===== src/rtl/id_ex_stage_pkg.sv =====
// Shared RV32I control definitions for the ID->EX boundary: opcodes, ValidReg bit
// positions, ALUOp/RegSrc encodings and the packed control bundle.
package id_ex_stage_pkg;

  localparam logic [6:0] OP_LUI    = 7'b0110111;
  localparam logic [6:0] OP_AUIPC  = 7'b0010111;
  localparam logic [6:0] OP_JAL    = 7'b1101111;
  localparam logic [6:0] OP_JALR   = 7'b1100111;
  localparam logic [6:0] OP_BRANCH = 7'b1100011;
  localparam logic [6:0] OP_LOAD   = 7'b0000011;
  localparam logic [6:0] OP_STORE  = 7'b0100011;
  localparam logic [6:0] OP_IMM    = 7'b0010011;
  localparam logic [6:0] OP_REG    = 7'b0110011;

  localparam int VR_RD  = 0;
  localparam int VR_RS1 = 1;
  localparam int VR_RS2 = 2;

  typedef enum logic [1:0] {
    ALU_DECODE = 2'd0,
    ALU_ADD    = 2'd1,
    ALU_SUB    = 2'd2
  } alu_op_e;

  typedef enum logic [1:0] {
    SRC_ALU    = 2'd0,
    SRC_MEM    = 2'd1,
    SRC_PC_IMM = 2'd2,
    SRC_PC4    = 2'd3
  } reg_src_e;

  typedef struct packed {
    logic [1:0] alu_op;
    logic [1:0] reg_src;
    logic       alu_src;
    logic       reg_write;
    logic       mem_read;
    logic       mem_write;
    logic       branch;
    logic       jump;
  } ctrl_t;

  localparam int CTRL_W = $bits(ctrl_t);

endpackage


===== src/rtl/id_ex_hazard.sv =====
// Combinational load-use detector: the instruction in EX is a load whose
// nonzero destination is read by the instruction offered from ID.
module id_ex_hazard #(
  parameter int RA_W = 5
) (
  input  logic            ex_valid,
  input  logic            ex_mem_read,
  input  logic            ex_writes_rd,
  input  logic [RA_W-1:0] ex_rd,
  input  logic            id_valid,
  input  logic            id_uses_rs1,
  input  logic            id_uses_rs2,
  input  logic [RA_W-1:0] id_rs1,
  input  logic [RA_W-1:0] id_rs2,
  output logic            load_use
);

  logic rs1_hit;
  logic rs2_hit;

  assign rs1_hit  = id_uses_rs1 & (id_rs1 == ex_rd);
  assign rs2_hit  = id_uses_rs2 & (id_rs2 == ex_rd);
  assign load_use = ex_valid & ex_mem_read & ex_writes_rd & (ex_rd != '0) &
                    id_valid & (rs1_hit | rs2_hit);

endmodule


===== src/rtl/id_ex_stage.sv =====
// ID->EX pipeline register with load-use bubble insertion and flush.
// Optional ID_EX_PERF_EN adds saturating bubble/flush counters.
module id_ex_stage
  import id_ex_stage_pkg::*;
#(
  parameter int XLEN = 32,
  parameter int RA_W = 5
`ifdef ID_EX_PERF_EN
  ,
  parameter int CNT_W = 32
`endif
) (
  input  logic            clk,
  input  logic            rst_n,
  input  logic            flush,
  input  logic            id_valid,
  output logic            id_ready,
  input  logic [XLEN-1:0] id_pc,
  input  logic [XLEN-1:0] id_rs1_data,
  input  logic [XLEN-1:0] id_rs2_data,
  input  logic [XLEN-1:0] id_imm,
  input  logic [RA_W-1:0] id_rs1,
  input  logic [RA_W-1:0] id_rs2,
  input  logic [RA_W-1:0] id_rd,
  input  logic [2:0]      id_funct3,
  input  logic            id_funct7b5,
  input  logic [2:0]      id_valid_reg,
  input  logic [1:0]      id_alu_op,
  input  logic [1:0]      id_reg_src,
  input  logic            id_alu_src,
  input  logic            id_reg_write,
  input  logic            id_mem_read,
  input  logic            id_mem_write,
  input  logic            id_branch,
  input  logic            id_jump,
  output logic            ex_valid,
  input  logic            ex_ready,
  output logic [XLEN-1:0] ex_pc,
  output logic [XLEN-1:0] ex_rs1_data,
  output logic [XLEN-1:0] ex_rs2_data,
  output logic [XLEN-1:0] ex_imm,
  output logic [RA_W-1:0] ex_rs1,
  output logic [RA_W-1:0] ex_rs2,
  output logic [RA_W-1:0] ex_rd,
  output logic [2:0]      ex_funct3,
  output logic            ex_funct7b5,
  output logic [2:0]      ex_valid_reg,
  output logic [1:0]      ex_alu_op,
  output logic [1:0]      ex_reg_src,
  output logic            ex_alu_src,
  output logic            ex_reg_write,
  output logic            ex_mem_read,
  output logic            ex_mem_write,
  output logic            ex_branch,
  output logic            ex_jump
`ifdef ID_EX_PERF_EN
  ,
  output logic [CNT_W-1:0] perf_bubble_cnt,
  output logic [CNT_W-1:0] perf_flush_cnt
`endif
);

  // Handshake: ID->stage transfers on id_valid & id_ready; stage->EX transfers
  // on ex_valid & ex_ready. id_ready never waits on id_valid except through load_use.
  logic  valid_q;
  ctrl_t ctrl_q;
  ctrl_t ctrl_d;
  logic  free;
  logic  load_use;
  logic  transfer;

  assign ctrl_d = '{alu_op: id_alu_op, reg_src: id_reg_src, alu_src: id_alu_src,
                    reg_write: id_reg_write, mem_read: id_mem_read,
                    mem_write: id_mem_write, branch: id_branch, jump: id_jump};

  assign free     = ~valid_q | ex_ready;
  assign id_ready = free & ~load_use & ~flush;
  assign transfer = id_valid & id_ready;

  id_ex_hazard #(.RA_W(RA_W)) u_hazard (
    .ex_valid    (valid_q),
    .ex_mem_read (ctrl_q.mem_read),
    .ex_writes_rd(ex_valid_reg[VR_RD]),
    .ex_rd       (ex_rd),
    .id_valid    (id_valid),
    .id_uses_rs1 (id_valid_reg[VR_RS1]),
    .id_uses_rs2 (id_valid_reg[VR_RS2]),
    .id_rs1      (id_rs1),
    .id_rs2      (id_rs2),
    .load_use    (load_use)
  );

  always_ff @(posedge clk or negedge rst_n) begin
    if (!rst_n) begin
      valid_q      <= 1'b0;
      ctrl_q       <= '0;
      ex_pc        <= '0;
      ex_rs1_data  <= '0;
      ex_rs2_data  <= '0;
      ex_imm       <= '0;
      ex_rs1       <= '0;
      ex_rs2       <= '0;
      ex_rd        <= '0;
      ex_funct3    <= '0;
      ex_funct7b5  <= 1'b0;
      ex_valid_reg <= '0;
    end else if (flush) begin
      valid_q <= 1'b0;
    end else if (transfer) begin
      valid_q      <= 1'b1;
      ctrl_q       <= ctrl_d;
      ex_pc        <= id_pc;
      ex_rs1_data  <= id_rs1_data;
      ex_rs2_data  <= id_rs2_data;
      ex_imm       <= id_imm;
      ex_rs1       <= id_rs1;
      ex_rs2       <= id_rs2;
      ex_rd        <= id_rd;
      ex_funct3    <= id_funct3;
      ex_funct7b5  <= id_funct7b5;
      ex_valid_reg <= id_valid_reg;
    end else if (free) begin
      valid_q <= 1'b0;
    end
  end

  // Side-effecting controls are masked so a bubble or killed slot can never commit.
  assign ex_valid     = valid_q;
  assign ex_alu_op    = ctrl_q.alu_op;
  assign ex_reg_src   = ctrl_q.reg_src;
  assign ex_alu_src   = ctrl_q.alu_src;
  assign ex_reg_write = ctrl_q.reg_write & valid_q;
  assign ex_mem_read  = ctrl_q.mem_read  & valid_q;
  assign ex_mem_write = ctrl_q.mem_write & valid_q;
  assign ex_branch    = ctrl_q.branch    & valid_q;
  assign ex_jump      = ctrl_q.jump      & valid_q;

`ifdef ID_EX_PERF_EN
  always_ff @(posedge clk or negedge rst_n) begin
    if (!rst_n) begin
      perf_bubble_cnt <= '0;
      perf_flush_cnt  <= '0;
    end else begin
      if (free & load_use & ~flush & (perf_bubble_cnt != '1))
        perf_bubble_cnt <= perf_bubble_cnt + 1'b1;
      if (flush & valid_q & (perf_flush_cnt != '1))
        perf_flush_cnt <= perf_flush_cnt + 1'b1;
    end
  end
`endif

endmodule


===== config.mk =====
export PLATFORM = sky130hd
export DESIGN_NAME = id_ex_stage
export DESIGN_NICKNAME = d
export VERILOG_FILES = /design/src/rtl/id_ex_stage_pkg.sv /design/src/rtl/id_ex_hazard.sv /design/src/rtl/id_ex_stage.sv
export SDC_FILE = /design/constraint.sdc
export NUM_CORES = 1
export LEC_CHECK = 0
export ABC_AREA = 1
export ABC_CLOCK_PERIOD_IN_PS = 1800
export CORE_MARGIN = 5
export CORE_UTILIZATION = 41
export DETAILED_ROUTE_END_ITERATION = 10
export GPL_ROUTABILITY_DRIVEN = 1
export PLACE_DENSITY = 0.8
export SYNTH_ARGS = -nofsm -noshare
export SYNTH_HDL_FRONTEND = slang
export SYNTH_HIERARCHICAL = 1
export SYNTH_SLANG_ARGS = --single-unit
export TNS_END_PERCENT = 10

===== constraint.sdc =====
create_clock -name clk -period 1.8 [get_ports clk]
set_input_delay 0.45 -clock clk [delete_from_list [all_inputs] [get_ports clk]]
set_output_delay 0.45 -clock clk [all_outputs]
set_load 0.01 [all_outputs]

==> flow_metrics.env <==
export IMPL_status="finished with violations"
export IMPL_violations="negative setup slack"
export IMPL_pre_cts_ws_ns=-0.970
export IMPL_wire_per_inst_um=20.5
export IMPL_area_delta_synth_final_pct=76.2
export IMPL_skew_ns=0.00933
export IMPL_ios=327
export IMPL_p_total_w=0.0110
export IMPL_worstReg2RegStart="ex_rd[3]"
export IMPL_slew_violations=0
export IMPL_synth_area_sq_um=6890
export IMPL_syn_nets=954
export IMPL_layout_cells_non_filler=1366
export IMPL_drv_cap=0
export IMPL_rr_worst_depth=16
export IMPL_p_leak_nw=7.00
export IMPL_critical_path_max_fanout=5
export IMPL_drc_errors=0
export IMPL_cp_cell_sequence="inv_2 -> nand2_1 -> nand2_1 -> nor2_2 -> nand3_2 -> a21oi_2 -> nor2_4 -> and2_4 -> buf_6"
export IMPL_cts_htree_levels=4
export IMPL_clockBufferDepth=2
export IMPL_worst_pin_slew_ns=1.05
export IMPL_cts_buffers=17
export IMPL_fin_crit_sh_pct=122
export IMPL_slew_headroom_pct=29.9
export IMPL_hold_end="ex_valid_reg[2]"
export IMPL_setup_viol_count_final=162
export IMPL_netlist_instances=789
export IMPL_placedCellCount=1288
export IMPL_critPathRequiredTime_ns=1.35
export IMPL_cts_root_buf="clkbuf_16"
export IMPL_rsz0062_at_grt="yes"
export IMPL_layout_min_cycle_time_ns=2.20
export IMPL_grt_first_pass_wirelength_um=40400
export IMPL_layout_nets=1297
export IMPL_critPathLaunchType="flip-flop"
export IMPL_die_h_um=140
export IMPL_ys_warn_count=6
export IMPL_seq_area_frac_synth_pct=58.5
export IMPL_hpwl_um=15900
export IMPL_clk_latency_ns=0.42
export IMPL_drt_wl_total_um=27900
export IMPL_timing_fmax_mhz=455
export IMPL_holdPathStages=3
export IMPL_dr_pass1_iters=5
export IMPL_fin_util_pct=73.4
export IMPL_critPathKind="flip-flop to output pin"
export IMPL_path_clk_slew_ns=0.06
export IMPL_vias=7358
export IMPL_initial_utilization_pct=41.7
export IMPL_crit_arrival_ns=1.75
export IMPL_drt_iter0_drc=515
export IMPL_hold_viol_final=0
export IMPL_die_area_sq_um=19500
export IMPL_vias_per_cell=5.39
export IMPL_grt_pass1_vias=6932
export IMPL_final_setup_worst_slack_ns=-0.398
export IMPL_ys_types=18
export IMPL_tns_ns=-47.20
export IMPL_cts_num_sinks=161
export IMPL_syn_avg_cell_area_sq_um=8.73
export IMPL_power_density_nw_per_um2=907
export IMPL_gr_usage_all_layers_pct=26.3
export IMPL_core_area_sq_um=16500
export IMPL_reg2reg_to="ex_pc[4]"
export IMPL_rows=47
export IMPL_layout_drive_gt1_share_pct=12.2
export IMPL_place_gp_congestion=0.876
export IMPL_grt_max_degree=92
export IMPL_postRouteAntennaNets=0
export IMPL_gr_total_overflow=0
export IMPL_cpMostUsedCell="nand2_1"
export IMPL_portBuffers=326
export IMPL_hp_start="id_valid_reg[2]"
export IMPL_fp_dieW_um=140
export IMPL_antenna_found_initial=1
export IMPL_cp_slowest_stage_delay_ns=0.42
export IMPL_hp_class="input port to flip-flop"
export IMPL_tritoncts="done"
export IMPL_slowest_stage="dfrtp_2"
export IMPL_ys_ff_latch=161
export IMPL_peakVddDrop_v=0.000640
export IMPL_r2r_setup_slack_ns=-0.38
export IMPL_end_kind="output pin"
==> how the worst max path moves through the flow <==
stage                         start        endpoint  slack [ns]
after global placement    id_rs1[3]        ex_pc[7]       -0.94
after CTS                  ex_rd[2]        id_ready       -0.38
final                      ex_rd[3]        id_ready       -0.40
after detailed placement  id_rs1[3]  ex_rs1_data[1]       -0.97
after floorplan            ex_rd[3]        id_ready        0.02
after global routing       ex_rd[3]        id_ready       -0.48
==> worst max-delay path: cells and delay by family, from the launching register on <==
family                 cells  cell delay, ns
DFF                        1            0.42
buffers and inverters      2            0.20
and+or+nand+nor            6            0.54
AOI/OAI and AO/OA          1            0.18
==> metal layers <==
| metal | GRT usage [%] | share of wire (%) | up-vias |
|---|---|---|---|
| li1 | - | - | 3359 |
| met1 | 32.9 | 38 | 3556 |
| met2 | 43.6 | 50 | 378 |
| met3 | 6.45 | 8.3 | 65 |
| met4 | 11.3 | 3.7 | 0 |
| met5 | 0 | 0 | - |
==> layout make-up <==
cell class | count | area [sq um]
timing repair buffer | 397 | 4640
fill | 1190 | 4400
sequential | 161 | 4030
multi-input combinational | 534 | 2530
clock buffer | 22 | 474
tap | 220 | 275
clock inverter | 10 | 98.8
inverter | 21 | 78.8
antenna | 1 | 2.50
==> logic make-up (layout without fill, tap and decap cells) <==
kind of cell	Yosys count	after routing	share of synthesized area [%]
buf+inv	95	450	6.03
simple gates	531	532	35.3
flops	161	161	58.5
compound gates	2	2	0.200
other cells	0	1	0
==> Yosys cell counts <==
library cell | n | share of area, %
a21oi_2 | 1 | 0.13
and2_1 | 1 | 0.091
buf_1 | 2 | 0.11
buf_2 | 32 | 2.3
buf_4 | 5 | 0.55
clkbuf_1 | 35 | 1.9
dfrtp_1 | 161 | 59
inv_1 | 17 | 0.93
inv_2 | 4 | 0.22
nand2_1 | 354 | 19
nand2_4 | 1 | 0.16
nand3_1 | 2 | 0.15
nand3_2 | 1 | 0.15
nand4_1 | 162 | 15
nor2_1 | 8 | 0.44
nor2_2 | 1 | 0.091
nor2_4 | 1 | 0.16
o21ai_0 | 1 | 0.073
==> cell usage in the layout, fill, tap and decap left out, types with 2 or more instances in the layout <==
cell type        netlist  routed
nand2_1              354     338
clkdlybuf4s50_1        0     172
nand4_1              162     162
dfrtp_1              161     158
dlymetal6s2s_1         0      92
dlygate4sd2_1          0      53
buf_4                  5      26
clkbuf_16              0      25
inv_1                 17      17
buf_12                 0      15
nand2_2                0      14
buf_16                 0      13
buf_6                  0       8
nor2_1                 8       6
inv_2                  4       4
nand2_4                1       3
clkbuf_8               0       3
inv_6                  0       3
bufbuf_16              0       3
dfrtp_2                0       3
clkbuf_2               0       3
nor2_2                 1       3
nand3_4                0       2
clkbuf_1              35       2
clkinv_4               0       2
clkinv_2               0       2
clkinvlp_4             0       2
clkdlybuf4s15_1        0       2
==> stage by stage <==
step | cell area (sq um) | hold slack, ns
floorplan | 6890 | 0.154
global placement | 10400 | 0.375
detailed placement | 10400 | 0.386
CTS | 11500 | 0.443
global route | 12100 | 0.402
finish | 12100 | 0.393
==> repair_timing <==
item / CTS / global route
endpoints found under the setup margin: 211 / 256
setup buffers: 9 / 10
gates resized for setup: 92 / 126
hold buffers: 1 / 0
pin swaps: 9 / 8
hold endpoints to repair: 28 / 0
gates cloned: 16 / 10
==> power by group <==
| part | switching [W] | leakage (nW) | internal (W) |
|---|---|---|---|
| clock network | 0.00149 | 0.278 | 0.00203 |
| logic | 0.00143 | 4.73 | 0.00158 |
| registers | 0.000321 | 1.99 | 0.00416 |
| total | 0.00323 | 7.00 | 0.00777 |
Note: power is estimated with default switching activity, not from simulation.
